$ cat src/rtl/timekeeper_core.sv
// Board timekeeper: 1 Hz divider, hh:mm:ss timebase with set mode, 12/24 h BCD display and hh:mm alarm.
// Time is held in binary internally; BCD conversion is purely combinational on the output side.
module timekeeper_core #(
  parameter int TICK_DIV = 100000000,
  parameter int DIV_W    = 27
) (
  input  logic        CLK100MHZ,
  input  logic        rst,
  input  logic        on,
  input  logic        mode_24h,
  input  logic        inc,
  input  logic        dec,
  input  logic        sel_l,
  input  logic        sel_r,
  input  logic        alarm_en,
  input  logic [4:0]  alarm_hr,
  input  logic [5:0]  alarm_min,
  output logic [23:0] digits,
  output logic        pm,
  output logic [1:0]  field,
  output logic        tick_1hz,
  output logic        alarm_hit
);

  localparam logic [DIV_W-1:0] DIV_LAST = DIV_W'(TICK_DIV - 1);

  logic [DIV_W-1:0] div_cnt;
  logic [5:0]       sec, min;
  logic [4:0]       hr;

  logic             terminal;
  logic             sec_wrap, min_wrap;
  logic [5:0]       sec_nx, min_nx;
  logic [4:0]       hr_nx;
  logic             step_up, step_dn;
  logic [4:0]       hr_disp;

  function automatic logic [5:0] up_wrap6(input logic [5:0] v, input logic [5:0] top);
    return (v == top) ? 6'd0 : v + 6'd1;
  endfunction

  function automatic logic [5:0] dn_wrap6(input logic [5:0] v, input logic [5:0] top);
    return (v == 6'd0) ? top : v - 6'd1;
  endfunction

  function automatic logic [7:0] to_bcd(input logic [5:0] v);
    logic [3:0] tens;
    logic [5:0] rem;
    tens = 4'd0;
    rem  = v;
    for (int i = 0; i < 5; i++) begin
      if (rem >= 6'd10) begin
        rem  = rem - 6'd10;
        tens = tens + 4'd1;
      end
    end
    return {tens, rem[3:0]};
  endfunction

  assign terminal = (div_cnt == DIV_LAST);

  // Next time for a run-mode tick, with full carry chain resolved in one cycle.
  assign sec_wrap = (sec == 6'd59);
  assign min_wrap = (min == 6'd59);
  assign sec_nx   = sec_wrap ? 6'd0 : sec + 6'd1;
  assign min_nx   = sec_wrap ? (min_wrap ? 6'd0 : min + 6'd1) : min;
  assign hr_nx    = (sec_wrap && min_wrap) ? ((hr == 5'd23) ? 5'd0 : hr + 5'd1) : hr;

  // Simultaneous inc and dec cancel out.
  assign step_up = inc & ~dec;
  assign step_dn = dec & ~inc;

  always_ff @(posedge CLK100MHZ) begin
    if (rst) begin
      div_cnt   <= '0;
      sec       <= 6'd0;
      min       <= 6'd0;
      hr        <= 5'd0;
      field     <= 2'd0;
      tick_1hz  <= 1'b0;
      alarm_hit <= 1'b0;
    end else begin
      tick_1hz  <= 1'b0;
      alarm_hit <= 1'b0;
      if (on) begin
        if (terminal) begin
          div_cnt   <= '0;
          tick_1hz  <= 1'b1;
          sec       <= sec_nx;
          min       <= min_nx;
          hr        <= hr_nx;
          alarm_hit <= alarm_en && (hr_nx == alarm_hr) && (min_nx == alarm_min)
                       && (sec_nx == 6'd0);
        end else begin
          div_cnt <= div_cnt + 1'b1;
        end
      end else begin
        div_cnt <= '0;
        if (step_up || step_dn) begin
          case (field)
            2'd0:    sec <= step_up ? up_wrap6(sec, 6'd59) : dn_wrap6(sec, 6'd59);
            2'd1:    min <= step_up ? up_wrap6(min, 6'd59) : dn_wrap6(min, 6'd59);
            2'd2: begin
              if (step_up) hr <= (hr == 5'd23) ? 5'd0 : hr + 5'd1;
              else         hr <= (hr == 5'd0) ? 5'd23 : hr - 5'd1;
            end
            default: ;
          endcase
        end
        if (sel_l && !sel_r)      field <= (field == 2'd2) ? 2'd0 : field + 2'd1;
        else if (sel_r && !sel_l) field <= (field == 2'd0) ? 2'd2 : field - 2'd1;
      end
    end
  end

  always_comb begin
    hr_disp = hr;
    if (!mode_24h) begin
      if (hr == 5'd0)       hr_disp = 5'd12;
      else if (hr > 5'd12)  hr_disp = hr - 5'd12;
    end
  end

  assign pm     = !mode_24h && (hr >= 5'd12);
  assign digits = {to_bcd({1'b0, hr_disp}), to_bcd(min), to_bcd(sec)};

endmodule

$ cat config.mk
export PLATFORM = sky130hd
export DESIGN_NAME = timekeeper_core
export DESIGN_NICKNAME = d
export VERILOG_FILES = /design/src/rtl/timekeeper_core.sv
export SDC_FILE = /design/constraint.sdc
export NUM_CORES = 1
export LEC_CHECK = 0
export ABC_AREA = 1
export BUFFER_PORTS_ARGS = -buffer_cell sky130_fd_sc_hd__buf_2
export CAP_MARGIN = 20
export CORE_MARGIN = 2
export CORE_UTILIZATION = 55
export DETAILED_ROUTE_END_ITERATION = 6
export PLACE_DENSITY = 0.77
export RECOVER_POWER = 50
export SLEW_MARGIN = 20
export SYNTH_ARGS = -nofsm -noshare
export SYNTH_HDL_FRONTEND = slang
export SYNTH_SLANG_ARGS = --single-unit
$ cat constraint.sdc
create_clock -name CLK100MHZ -period 5.7 [get_ports CLK100MHZ]
set_input_delay 1.14 -clock CLK100MHZ [delete_from_list [all_inputs] [get_ports CLK100MHZ]]
set_output_delay 1.14 -clock CLK100MHZ [all_outputs]
set_load 0.02 [all_outputs]
==> results.py <==
metrics = {
    "synth": {
        "synth_area_leader_cell": "nand2_1",
        "syn_nets": 1064,
        "yosysWarnings": 0,
        "synth_area_leaders": "nand2_1, dfxtp_1, ha_1",
        "ys.flop_type": "dfxtp_1",
        "synth.distinct_cells": 53,
        "async_reset_ff_frac": 0,
        "ys_seq_area_frac": 0.153,
        "synth_seq_cells": 48,
        "syn_area_per_cell_um2": 6.36,
        "synth-edff-count": 0,
        "syn_area_um2": 6270,
        "synth_cells": 986,
        "synth.top_cell.area_share": 0.157,
    },
    "worst_setup_path": {
        "rr_startpoint": "sec[0]",
        "startpoint_type": "input port",
        "r2r_setup_slack_ns": 2.67,
        "arrival_ns": 4.59,
        "rr_endpoint": "alarm_hit",
        "crit_fanout": 5,
        "crit_top_cell": "nand2_4",
        "required_ns": 4.56,
        "reg2reg_depth": 12,
        "max_stage_delay_ns": 0.18,
        "crit_type": "input port to output pin",
        "cp-end-kind": "output pin",
        "critPathSlowestCell": "ha_2",
    },
    "layout": {
        "synthToLayoutAreaGrowth_pct": 29.2,
        "final-seq-area_um2": 972,
        "nNetsFinal": 1192,
        "final_common_cell": "nand2_1",
        "layout-drive-gt1-share": 0.295,
        "multiInputGateArea_um2": 5160,
        "fillers": 877,
        "mostFrequentLayoutCells": "nand2_1, inv_1, buf_4",
        "instances_no_fill": 1256,
    },
    "sta": {
        "setup_ws_ns": -0.0338,
        "fmax_mhz": 174,
        "setup_tns_ns": -0.0726,
        "finalSetupViolCount": 5,
        "hold_viol": 0,
        "finalCritPeriodShare": 1.01,
        "timing.slew.headroom": 0.308,
        "fin_worst_skew_ns": 0.0108,
        "rsz0062_at_grt": "yes",
        "finalCriticalPeriod_ns": 5.73,
        "worst_pin_slew_ns": 1.03,
        "slew_violations": 0,
    },
    "global_routing": {
        "grt_max_degree": 21,
        "track_usage": 0.225,
        "top_usage_layer": "met2",
        "grt_pass1_wl_um": 24500,
        "gr-usage-met1": 0.290,
        "met2_usage": 0.413,
        "gr-usage-met3": 0.0224,
        "grt-ovfl-total": 0,
        "antenna_found_initial": 1,
        "grt_pass1_vias": 5721,
    },
    "drt": {
        "dr.pass1.iters": 5,
        "drt-initial-drc-count": 419,
        "via_per_inst": 5.34,
        "drc": 0,
        "dr_total_vias": 6708,
        "ant_nets": 0,
        "wirelength_um": 16000,
        "post_drt_wl_per_cell_um": 12.7,
    },
    "clock_network": {
        "htreeDepth": 2,
        "clk_latency_ns": 0.29,
        "cts_inserted_buffers": 5,
        "clk_pin_slew_worst_paths_ns": 0.06,
        "cts_sinks": 48,
        "cts_tree": "done",
        "cts.path.max_buffers": 2,
        "cts_root_buf": "clkbuf_16",
    },
    "placed_design": {
        "dp_hpwl_um": 10900,
        "io_buffers": 48,
        "gp_congestion": 0.880,
        "dp.cells": 1210,
    },
    "job": {
        "maxCapViolations": 0,
    },
    "hold_path": {
        "hold_path_end": "div_cnt[0]",
        "hold_class": "register to register",
        "min_from": "div_cnt[0]",
        "whs_path_depth": 1,
    },
    "floorplan": {
        "ios": 49,
        "die_y_um": 111,
        "core_um2": 11000,
        "placementRows": 38,
        "die_w_um": 111,
        "dieArea_um2": 12300,
        "start_util": 0.571,
    },
    "status": {
        "status": "complete, but fails checks",
        "violations": "setup timing",
    },
}
## worst max path at each step
stage	end	cells past startpoint	from	slack, ns
floorplan	digits[22]	34	mode_24h	0.01
global placement	digits[22]	36	mode_24h	-0.05
detailed placement	digits[19]	36	mode_24h	-0.25
CTS	digits[11]	33	min[2]	0.002
global route	digits[22]	37	hr[4]	-0.27
finish	digits[22]	37	mode_24h	-0.03
## registers in the layout (all words and copies together), names as in the netlist
name	count
hr	5
min	6
tick_1hz	1
field	2
div_cnt	27
alarm_hit	1
sec	6
## cell type report
type,instances,share of cell area
Clock inverter,3,0.00849
Antenna cell,1,0.000309
Clock buffer,5,0.0154
Timing Repair Buffer,135,0.122
Sequential cell,48,0.120
Tap cell,140,0.0216
Inverter,155,0.0747
Multi-Input combinational cell,769,0.637
## cells in the mapped netlist (all sizes together), types with 2 or more instances
cell type and instances:
or2 9, a211oi 7, dfxtp 48, nand3 80, nand2 303, inv 154, o21bai 4, o21ai 66
and2 2, buf 9, o22ai 2, clkbuf 6, a31oi 6, nor3 19, nor4 5, nand4 26
xor2 34, a21oi 34, a221oi 2, o21a 3, o211ai 4, o2bb2ai 2, ha 58, xnor2 14
nor2 68, nand3b 6, nor3b 3, o221ai 6
## stage by stage
stage	worst slack [ns]	utilization	hold WS (ns)	cell area (µm²)
2_1_floorplan	0.0150	-	0.418	6280
3_3_place_gp	-0.0518	0.636	0.428	6980
3_5_place_dp	-0.254	0.636	0.440	6980
4_1_cts	0.00182	0.665	0.449	7300
6_report	-0.0338	0.738	0.446	8100
5_1_grt	-0.272	0.738	0.478	8100
## routing by layer
metal,routed length (µm),share of wire
met4,334,0.021
met2,8170,0.51
met5,0,0
met1,6820,0.43
met3,654,0.041
## worst max-delay path, delay by kind of cell
kind                     cells  cell delay (ns)
AO/OA/AOI/OAI                2             0.16
XOR/XNOR                     1             0.15
adder cells (fa/ha/maj)      3             0.49
buffers and inverters        8             0.77
AND/OR/NAND/NOR             23             1.87
## timing repair
| item | in CTS | in global routing |
|---|---|---|
| setup endpoints to repair | 17 | 21 |
| pin swaps | 17 | 54 |
| gates cloned | 0 | 1 |
| resized for setup | 34 | 152 |
| buffers inserted | 4 | 32 |
| hold buffers | 0 | 0 |
## kinds of logic after synthesis
kind of cell | after synthesis | synth area share
buffers and inverters | 170 | 0.108
XOR/XNOR | 48 | 0.0838
flip-flops | 48 | 0.153
adder cells (fa/ha/maj) | 58 | 0.116
AND/OR/NAND/NOR | 522 | 0.403
AO/OA/AOI/OAI | 140 | 0.136
Power is left out: the tool's default activity adds up to more than one toggle a clock period on the data nets, which glitch-free logic cannot reach.
